===== src/rtl/vend_admin_ctrl.sv =====
// Admin and inventory controller: per-slot item counts, password-gated restock
// session with lockout and inactivity timeout, and a user-side vend port.
module vend_admin_ctrl #(
    parameter int                 NUM_SLOTS      = 69,
    parameter int                 IDX_W          = 7,
    parameter int                 CNT_W          = 4,
    parameter int                 MAX_COUNT      = 9,
    parameter int                 INIT_COUNT     = 9,
    parameter int                 PASS_W         = 2,
    parameter logic [PASS_W-1:0]  ADMIN_PASS     = 2'b10,
    parameter int                 MAX_TRIES      = 3,
    parameter int                 TIMEOUT_CYCLES = 2400000,
    parameter int                 LOCKOUT_CYCLES = 2400000
) (
    input  logic              clk,
    input  logic              rst_n,
    input  logic              ready,
    input  logic [PASS_W-1:0] pass_idx,
    input  logic              up,
    input  logic              down,
    input  logic              confirm,
    input  logic              cancel,
    input  logic              vend_req,
    input  logic [IDX_W-1:0]  vend_idx,
    output logic              vend_ack,
    output logic              vend_fail,
    output logic              admin_mode,
    output logic              back_user,
    output logic              locked,
    output logic [IDX_W-1:0]  sseg_idx,
    output logic [CNT_W-1:0]  sseg_count
);

    localparam logic [2:0] ST_IDLE       = 3'd0;
    localparam logic [2:0] ST_CHECK_PASS = 3'd1;
    localparam logic [2:0] ST_SEL_SLOT   = 3'd2;
    localparam logic [2:0] ST_EDIT_COUNT = 3'd3;
    localparam logic [2:0] ST_COMMIT     = 3'd4;
    localparam logic [2:0] ST_LOCKOUT    = 3'd5;

    localparam int TMR_MAX = (TIMEOUT_CYCLES > LOCKOUT_CYCLES) ? TIMEOUT_CYCLES : LOCKOUT_CYCLES;
    localparam int TMR_W   = $clog2(TMR_MAX) + 1;
    localparam int FAIL_W  = $clog2(MAX_TRIES + 1);

    localparam logic [TMR_W-1:0]  TMO_LAST = TMR_W'(TIMEOUT_CYCLES - 1);
    localparam logic [TMR_W-1:0]  LCK_LAST = TMR_W'(LOCKOUT_CYCLES - 1);
    localparam logic [FAIL_W-1:0] TRIES    = FAIL_W'(MAX_TRIES);
    localparam logic [IDX_W-1:0]  LAST_IDX = IDX_W'(NUM_SLOTS - 1);
    localparam logic [CNT_W-1:0]  MAX_CNT  = CNT_W'(MAX_COUNT);
    localparam logic [CNT_W-1:0]  INIT_CNT = CNT_W'(INIT_COUNT);

    logic [2:0]        state_q, state_d;
    logic [IDX_W-1:0]  idx_q, idx_d;
    logic [CNT_W-1:0]  edit_q, edit_d;
    logic [CNT_W-1:0]  disp_q, disp_d;
    logic [FAIL_W-1:0] fail_q, fail_d;
    logic [TMR_W-1:0]  tmr_q, tmr_d;
    logic [3:0]        btn_s1_q, btn_s1_d;
    logic [3:0]        btn_s2_q, btn_s2_d;
    logic              back_user_q, back_user_d;
    logic              vend_ack_q, vend_ack_d;
    logic              vend_fail_q, vend_fail_d;
    logic [CNT_W-1:0]  counts_q [NUM_SLOTS];
    logic [CNT_W-1:0]  counts_d [NUM_SLOTS];

    logic [3:0]       btn_edge;
    logic             e_up, e_dn, e_confirm, e_cancel, any_edge, step_up, step_dn;
    logic [IDX_W-1:0] vend_slot;
    logic             user_side;

    // Buttons are registered once, then compared with the previous sample.
    assign btn_s1_d  = {cancel, confirm, down, up};
    assign btn_s2_d  = btn_s1_q;
    assign btn_edge  = btn_s1_q & ~btn_s2_q;
    assign e_up      = btn_edge[0];
    assign e_dn      = btn_edge[1];
    assign e_confirm = btn_edge[2];
    assign e_cancel  = btn_edge[3];
    assign any_edge  = |btn_edge;
    assign step_up   = e_up & ~e_dn;
    assign step_dn   = e_dn & ~e_up;

    assign admin_mode = (state_q == ST_SEL_SLOT) || (state_q == ST_EDIT_COUNT) ||
                        (state_q == ST_COMMIT);
    assign locked     = (state_q == ST_LOCKOUT);
    assign user_side  = !admin_mode && !locked;
    assign vend_slot  = (vend_idx <= LAST_IDX) ? vend_idx : '0;

    always_comb begin
        state_d     = state_q;
        idx_d       = idx_q;
        edit_d      = edit_q;
        fail_d      = fail_q;
        tmr_d       = tmr_q;
        back_user_d = 1'b0;
        case (state_q)
            ST_IDLE: begin
                idx_d = '0;
                tmr_d = '0;
                if (ready) state_d = ST_CHECK_PASS;
            end
            ST_CHECK_PASS: begin
                tmr_d = '0;
                if (e_cancel) begin
                    state_d = ST_IDLE;
                end else if (e_confirm) begin
                    if (pass_idx == ADMIN_PASS) begin
                        state_d = ST_SEL_SLOT;
                        fail_d  = '0;
                    end else begin
                        fail_d = fail_q + FAIL_W'(1);
                        if (fail_q + FAIL_W'(1) == TRIES) state_d = ST_LOCKOUT;
                    end
                end
            end
            ST_LOCKOUT: begin
                if (tmr_q == LCK_LAST) begin
                    state_d = ST_IDLE;
                    fail_d  = '0;
                    tmr_d   = '0;
                end else begin
                    tmr_d = tmr_q + TMR_W'(1);
                end
            end
            ST_SEL_SLOT, ST_EDIT_COUNT: begin
                // Timeout wins over any button edge in the same cycle.
                if (tmr_q == TMO_LAST) begin
                    state_d     = ST_IDLE;
                    idx_d       = '0;
                    tmr_d       = '0;
                    back_user_d = 1'b1;
                end else begin
                    tmr_d = any_edge ? '0 : tmr_q + TMR_W'(1);
                    if (state_q == ST_SEL_SLOT) begin
                        if (e_cancel) begin
                            state_d     = ST_IDLE;
                            idx_d       = '0;
                            back_user_d = 1'b1;
                        end else if (e_confirm) begin
                            state_d = ST_EDIT_COUNT;
                            edit_d  = counts_q[idx_q];
                        end else if (step_up) begin
                            idx_d = (idx_q == LAST_IDX) ? '0 : idx_q + IDX_W'(1);
                        end else if (step_dn) begin
                            idx_d = (idx_q == '0) ? LAST_IDX : idx_q - IDX_W'(1);
                        end
                    end else begin
                        if (e_cancel) begin
                            state_d = ST_SEL_SLOT;
                        end else if (e_confirm) begin
                            state_d = ST_COMMIT;
                        end else if (step_up) begin
                            if (edit_q != MAX_CNT) edit_d = edit_q + CNT_W'(1);
                        end else if (step_dn) begin
                            if (edit_q != '0) edit_d = edit_q - CNT_W'(1);
                        end
                    end
                end
            end
            ST_COMMIT: begin
                state_d = ST_SEL_SLOT;
                tmr_d   = '0;
            end
            default: state_d = ST_IDLE;
        endcase
    end

    // Count updates: admin commit and user vend are mutually exclusive by state.
    always_comb begin
        counts_d    = counts_q;
        vend_ack_d  = 1'b0;
        vend_fail_d = 1'b0;
        if (state_q == ST_COMMIT) counts_d[idx_q] = edit_q;
        if (vend_req) begin
            if (user_side && (vend_idx <= LAST_IDX) && (counts_q[vend_slot] != '0)) begin
                counts_d[vend_slot] = counts_q[vend_slot] - CNT_W'(1);
                vend_ack_d          = 1'b1;
            end else begin
                vend_fail_d = 1'b1;
            end
        end
    end

    assign disp_d = ((state_q == ST_EDIT_COUNT) || (state_q == ST_COMMIT)) ? edit_q
                                                                          : counts_q[idx_q];

    always_ff @(posedge clk) begin
        if (!rst_n) begin
            state_q     <= ST_IDLE;
            idx_q       <= '0;
            edit_q      <= '0;
            disp_q      <= '0;
            fail_q      <= '0;
            tmr_q       <= '0;
            btn_s1_q    <= '0;
            btn_s2_q    <= '0;
            back_user_q <= 1'b0;
            vend_ack_q  <= 1'b0;
            vend_fail_q <= 1'b0;
        end else begin
            state_q     <= state_d;
            idx_q       <= idx_d;
            edit_q      <= edit_d;
            disp_q      <= disp_d;
            fail_q      <= fail_d;
            tmr_q       <= tmr_d;
            btn_s1_q    <= btn_s1_d;
            btn_s2_q    <= btn_s2_d;
            back_user_q <= back_user_d;
            vend_ack_q  <= vend_ack_d;
            vend_fail_q <= vend_fail_d;
        end
    end

    for (genvar gi = 0; gi < NUM_SLOTS; gi++) begin : g_slot
        always_ff @(posedge clk) begin
            if (!rst_n) counts_q[gi] <= INIT_CNT;
            else        counts_q[gi] <= counts_d[gi];
        end
    end

    assign vend_ack   = vend_ack_q;
    assign vend_fail  = vend_fail_q;
    assign back_user  = back_user_q;
    assign sseg_idx   = idx_q;
    assign sseg_count = admin_mode ? disp_q : '0;

endmodule


===== config.mk =====
export PLATFORM = sky130hd
export DESIGN_NAME = vend_admin_ctrl
export DESIGN_NICKNAME = d
export VERILOG_FILES = /design/src/rtl/vend_admin_ctrl.sv
export SDC_FILE = /design/constraint.sdc
export NUM_CORES = 1
export LEC_CHECK = 0
export CORE_AREA = 2 2 253 255
export CTS_CLUSTER_SIZE = 10
export DETAILED_ROUTE_END_ITERATION = 16
export DIE_AREA = 0 0 255 257
export PLACE_DENSITY = 0.51
export SLEW_MARGIN = 20
export SYNTH_ARGS = -nofsm -noshare
export SYNTH_HDL_FRONTEND = slang
export SYNTH_SLANG_ARGS = --single-unit
export TNS_END_PERCENT = 30

===== constraint.sdc =====
create_clock -name clk -period 4.3 [get_ports clk]
set_input_delay 0.43 -clock clk [delete_from_list [all_inputs] [get_ports clk]]
set_output_delay 0.43 -clock clk [all_outputs]
set_load 0.05 [all_outputs]

==> impl_metrics.tcl <==
set metrics [dict create \
    drcViolationCount 0 \
    port-buffer-count 32 \
    sw_frac_of_total_pct 38.0 \
    antenna_found_initial 2 \
    intPower_mw 6.05 \
    cts_root_buffer "clkbuf_16" \
    yosysTopAreaCellShare_pct 30.3 \
    drt-wirelength-per-cell_um 29.2 \
    grtUsageMet2_pct 49.0 \
    die_area_sq_mm 0.0655 \
    nFillCells 6284 \
    fmaxAchievable_mhz 239 \
    post-route-period-util_pct 97.2 \
    setup_ws_ps 120 \
    cap_violations 0 \
    n_antenna_cell 0 \
    worstSetupEndpointType "flip-flop" \
    power.switching_mw 3.72 \
    met1_usage_pct 42.7 \
    grt_busiest_layer "met2" \
    cts_buffer_depth 3 \
    async_flop_share_pct 0 \
    cts_resized 2 \
    cpPeakStageDelay_ps 570 \
    synth_ff_type "dfxtp_1" \
    drtPass1Iterations 7 \
    htree_levels 2 \
    syn_inst 2682 \
    required_ps 4810 \
    drt-initial-drc-count 2802 \
    coreArea_sq_mm 0.0627 \
    wl_um 108000 \
    critical_path.top_delay_family "buffers and inverters" \
    gp_congestion 0.992 \
    critPathArrivalTime_ps 4690 \
    track_usage_pct 32.2 \
    crit_type "input pin to flip-flop" \
    crit_start "vend_idx[6]" \
    vias 23600 \
    cp-start-kind "input pin" \
    grt_overflow 0 \
    leakage_nw 10.4 \
    pre_cts_ws_ps -690 \
    hpwl_um 74300 \
    postCtsSetupRepairBufs 0 \
    antenna_left 0 \
    synth-edff-count 0 \
    pwr-share-comb_pct 31.5 \
    drive_above_1_share_pct 23.3 \
    grt_pass1_vias 22800 \
    grt_pass1_wl_um 157000 \
    synthDistinctLibCells 82 \
    power_frac_clock_pct 34.7 \
    synth_top_area_cell "dfxtp_1" \
    hp-start "rst_n" \
    hold_viol 0 \
    status "complete, no violations" \
    cts_tree "yes" \
    synth-seq-area-share_pct 30.3 \
    grt_max_degree 105 \
    fin_nets 2852 \
    finalClockSkew_ps 24.1 \
    vdd_drop_max_mv 0.246 \
    syn_area_sq_mm 0.0218 \
    ys_ff_latch 330 \
    ioPinCount 33 \
    grtUsageMet3_pct 6.79 \
    p_total_mw 9.77 \
    power.density_mw_per_mm2 369 \
    cts_sinks 330 \
    dieHeight_um 257 \
    path_buf_inv 8 \
    p_seq_share_pct 33.8 \
    timing.rr.start "counts_q[69]" \
    ys_top_cells_by_area "dfxtp_1 30%, mux2i_1 10%, mux2_2 10%" \
    layout_min_cycle_time_ps 4180 \
    clk_latency_ps 590 \
    initial_core_util_pct 34.7 \
    rsz0062_at_grt "yes" \
    clk_pin_slew_ps 60 \
    tightest_slew_ps 1160 \
    relSlewSlack_pct 22.4 \
    area_growth_pct 21.8 \
    cts_buffers 42 \
    hp-class "input pin to flip-flop" \
    setup_viol 0 \
    drv_slew 0 \
    routed_via_density 6.39 \
    cts_hold_buf 0 \
    crit_path_top_delay_cell "or4_4" \
    cp_cell_sequence "clkdlybuf4s50_1 > buf_4 > buf_12 > nor2b_1 > a22o_1 > buf_12 > buf_4 > o2bb2ai_1 > a211o_1 > o21ai_1 > o311a_1 > ha_1 > inv_1 > or4_4 > or2_4 > buf_12 > buf_4 > nand3_1 > mux2i_1" \
    die_w_um 255 \
    ys.warnings.count 0 \
    syn-num-nets 2710 \
    fin_setup_tns_ps 0 \
    syn_avg_cell_area_sq_um 8.12 \
    rows 92 \
    worst-path-max-fanout 17 \
]
-- routing by layer --
metal / part of all wire, % / vias to the layer above
li1: - / 10300
met1: 40 / 11300
met2: 43 / 1597
met3: 11 / 370
met4: 5.9 / 2
met5: 0.0083 / -
-- flip-flops by register name, summed over array words and instances (netlist names) --
| register | count |
|---|---|
| fail_q | 2 |
| edit_q | 4 |
| btn_s1_q | 4 |
| back_user | 1 |
| counts_q | 276 |
| vend_ack | 1 |
| disp_q | 4 |
| tmr_q | 23 |
| vend_fail | 1 |
| sseg_idx | 7 |
| btn_s2_q | 4 |
| state_q | 3 |
-- worst register-to-register path: stages, from the launching register on --
cell	delay [ps]
dfxtp_1	360
mux2_2	290
a22oi_1	250
buf_4	190
o22a_1	120
nor2_1	50
nor4_2	420
o311a_1	260
ha_1	190
inv_1	50
or4_4	570
or2_4	280
buf_12	160
buf_4	230
nand3_1	190
mux2i_1	210
-- cells in the mapped netlist (6+ instances only) --
master and count:
mux4_2 10, nand2_1 403, nand4_1 31, and2_1 27, ha_1 10, nand3_1 241
and4_1 20, mux2i_1 221, a41oi_1 24, buf_2 31, nand2b_1 13, dfxtp_1 330
and3b_1 6, o2bb2ai_1 20, clkbuf_1 231, nor4_1 48, nor2b_1 13, a222oi_1 8
mux2_2 193, a31oi_1 138, or3_1 8, a221o_1 6, o211ai_1 13, a221oi_1 15
a22o_1 6, a21o_1 6, mux2_1 8, nor2_1 90, xor2_1 17, a211oi_1 9
buf_1 15, and3_1 29, o21ai_0 29, xnor2_1 14, a21oi_1 66, nor3_1 63
a22oi_1 153, inv_1 20
-- layout by cell type (no fill, tap or decap), types with 43 or more instances in the layout --
cell       count
nand2_1      401
dfxtp_1      326
buf_4        316
nand3_1      240
mux2i_1      221
mux2_2       193
a22oi_1      152
a31oi_1      138
nor2_1        89
a21oi_1       65
nor3_1        54
nor4_1        45
clkbuf_16     43
-- layout make-up --
cell class                 count  area, sq um  area share, %
clock buffer                  61         1210           4.58
tap                          846         1060           3.99
inverter                      20         75.1          0.283
sequential                   330         6610           24.9
clock inverter                 7         57.6          0.217
multi-input combinational   2047        14100           53.1
timing repair buffer         383         3410           12.9
-- cells by family after synthesis --
| logic type | after synthesis | share of synthesized area, % |
|---|---|---|
| AO/OA/AOI/OAI | 547 | 17.8 |
| XOR/XNOR | 31 | 1.25 |
| adder cells (fa/ha/maj) | 11 | 0.667 |
| buffers and inverters | 305 | 5.64 |
| flip-flops | 330 | 30.3 |
| multiplexers | 432 | 21.6 |
| AND/OR/NAND/NOR | 1026 | 22.7 |
-- power by group through the flow --
stage | combinational, mW | sequential [mW] | clock (mW)
floorplan | 1.62 | 3.30 | 0
global placement | 2.95 | 3.36 | 0
detailed placement | 2.96 | 3.36 | 0
CTS | 2.97 | 3.30 | 3.44
global route | 3.18 | 3.31 | 3.56
finish | 3.08 | 3.30 | 3.39
-- through the flow --
| stage | instance area [sq um] | cells | hold slack (ps) | util (%) |
|---|---|---|---|---|
| finish | 26500 | 3694 | 367 | 42.3 |
| global route | 26500 | 3694 | 350 | 42.3 |
| CTS | 26500 | 3694 | 319 | 42.2 |
| detailed placement | 25200 | 3626 | 437 | 40.2 |
| global placement | 25200 | 3626 | 435 | 40.2 |
| floorplan | 21800 | 2682 | 421 | - |
-- path summary, 6_finish.rpt --
kind | endpoint | slack (ps) | depth (start not counted)
worst max-delay path | counts_q[121] | 120 | 19
worst min register to register | btn_s2_q[2] | 450 | 1
worst max register to register | counts_q[121] | 430 | 15
worst min-delay path | edit_q[3] | 370 | 3
Note: power is estimated with default switching activity, not from simulation.
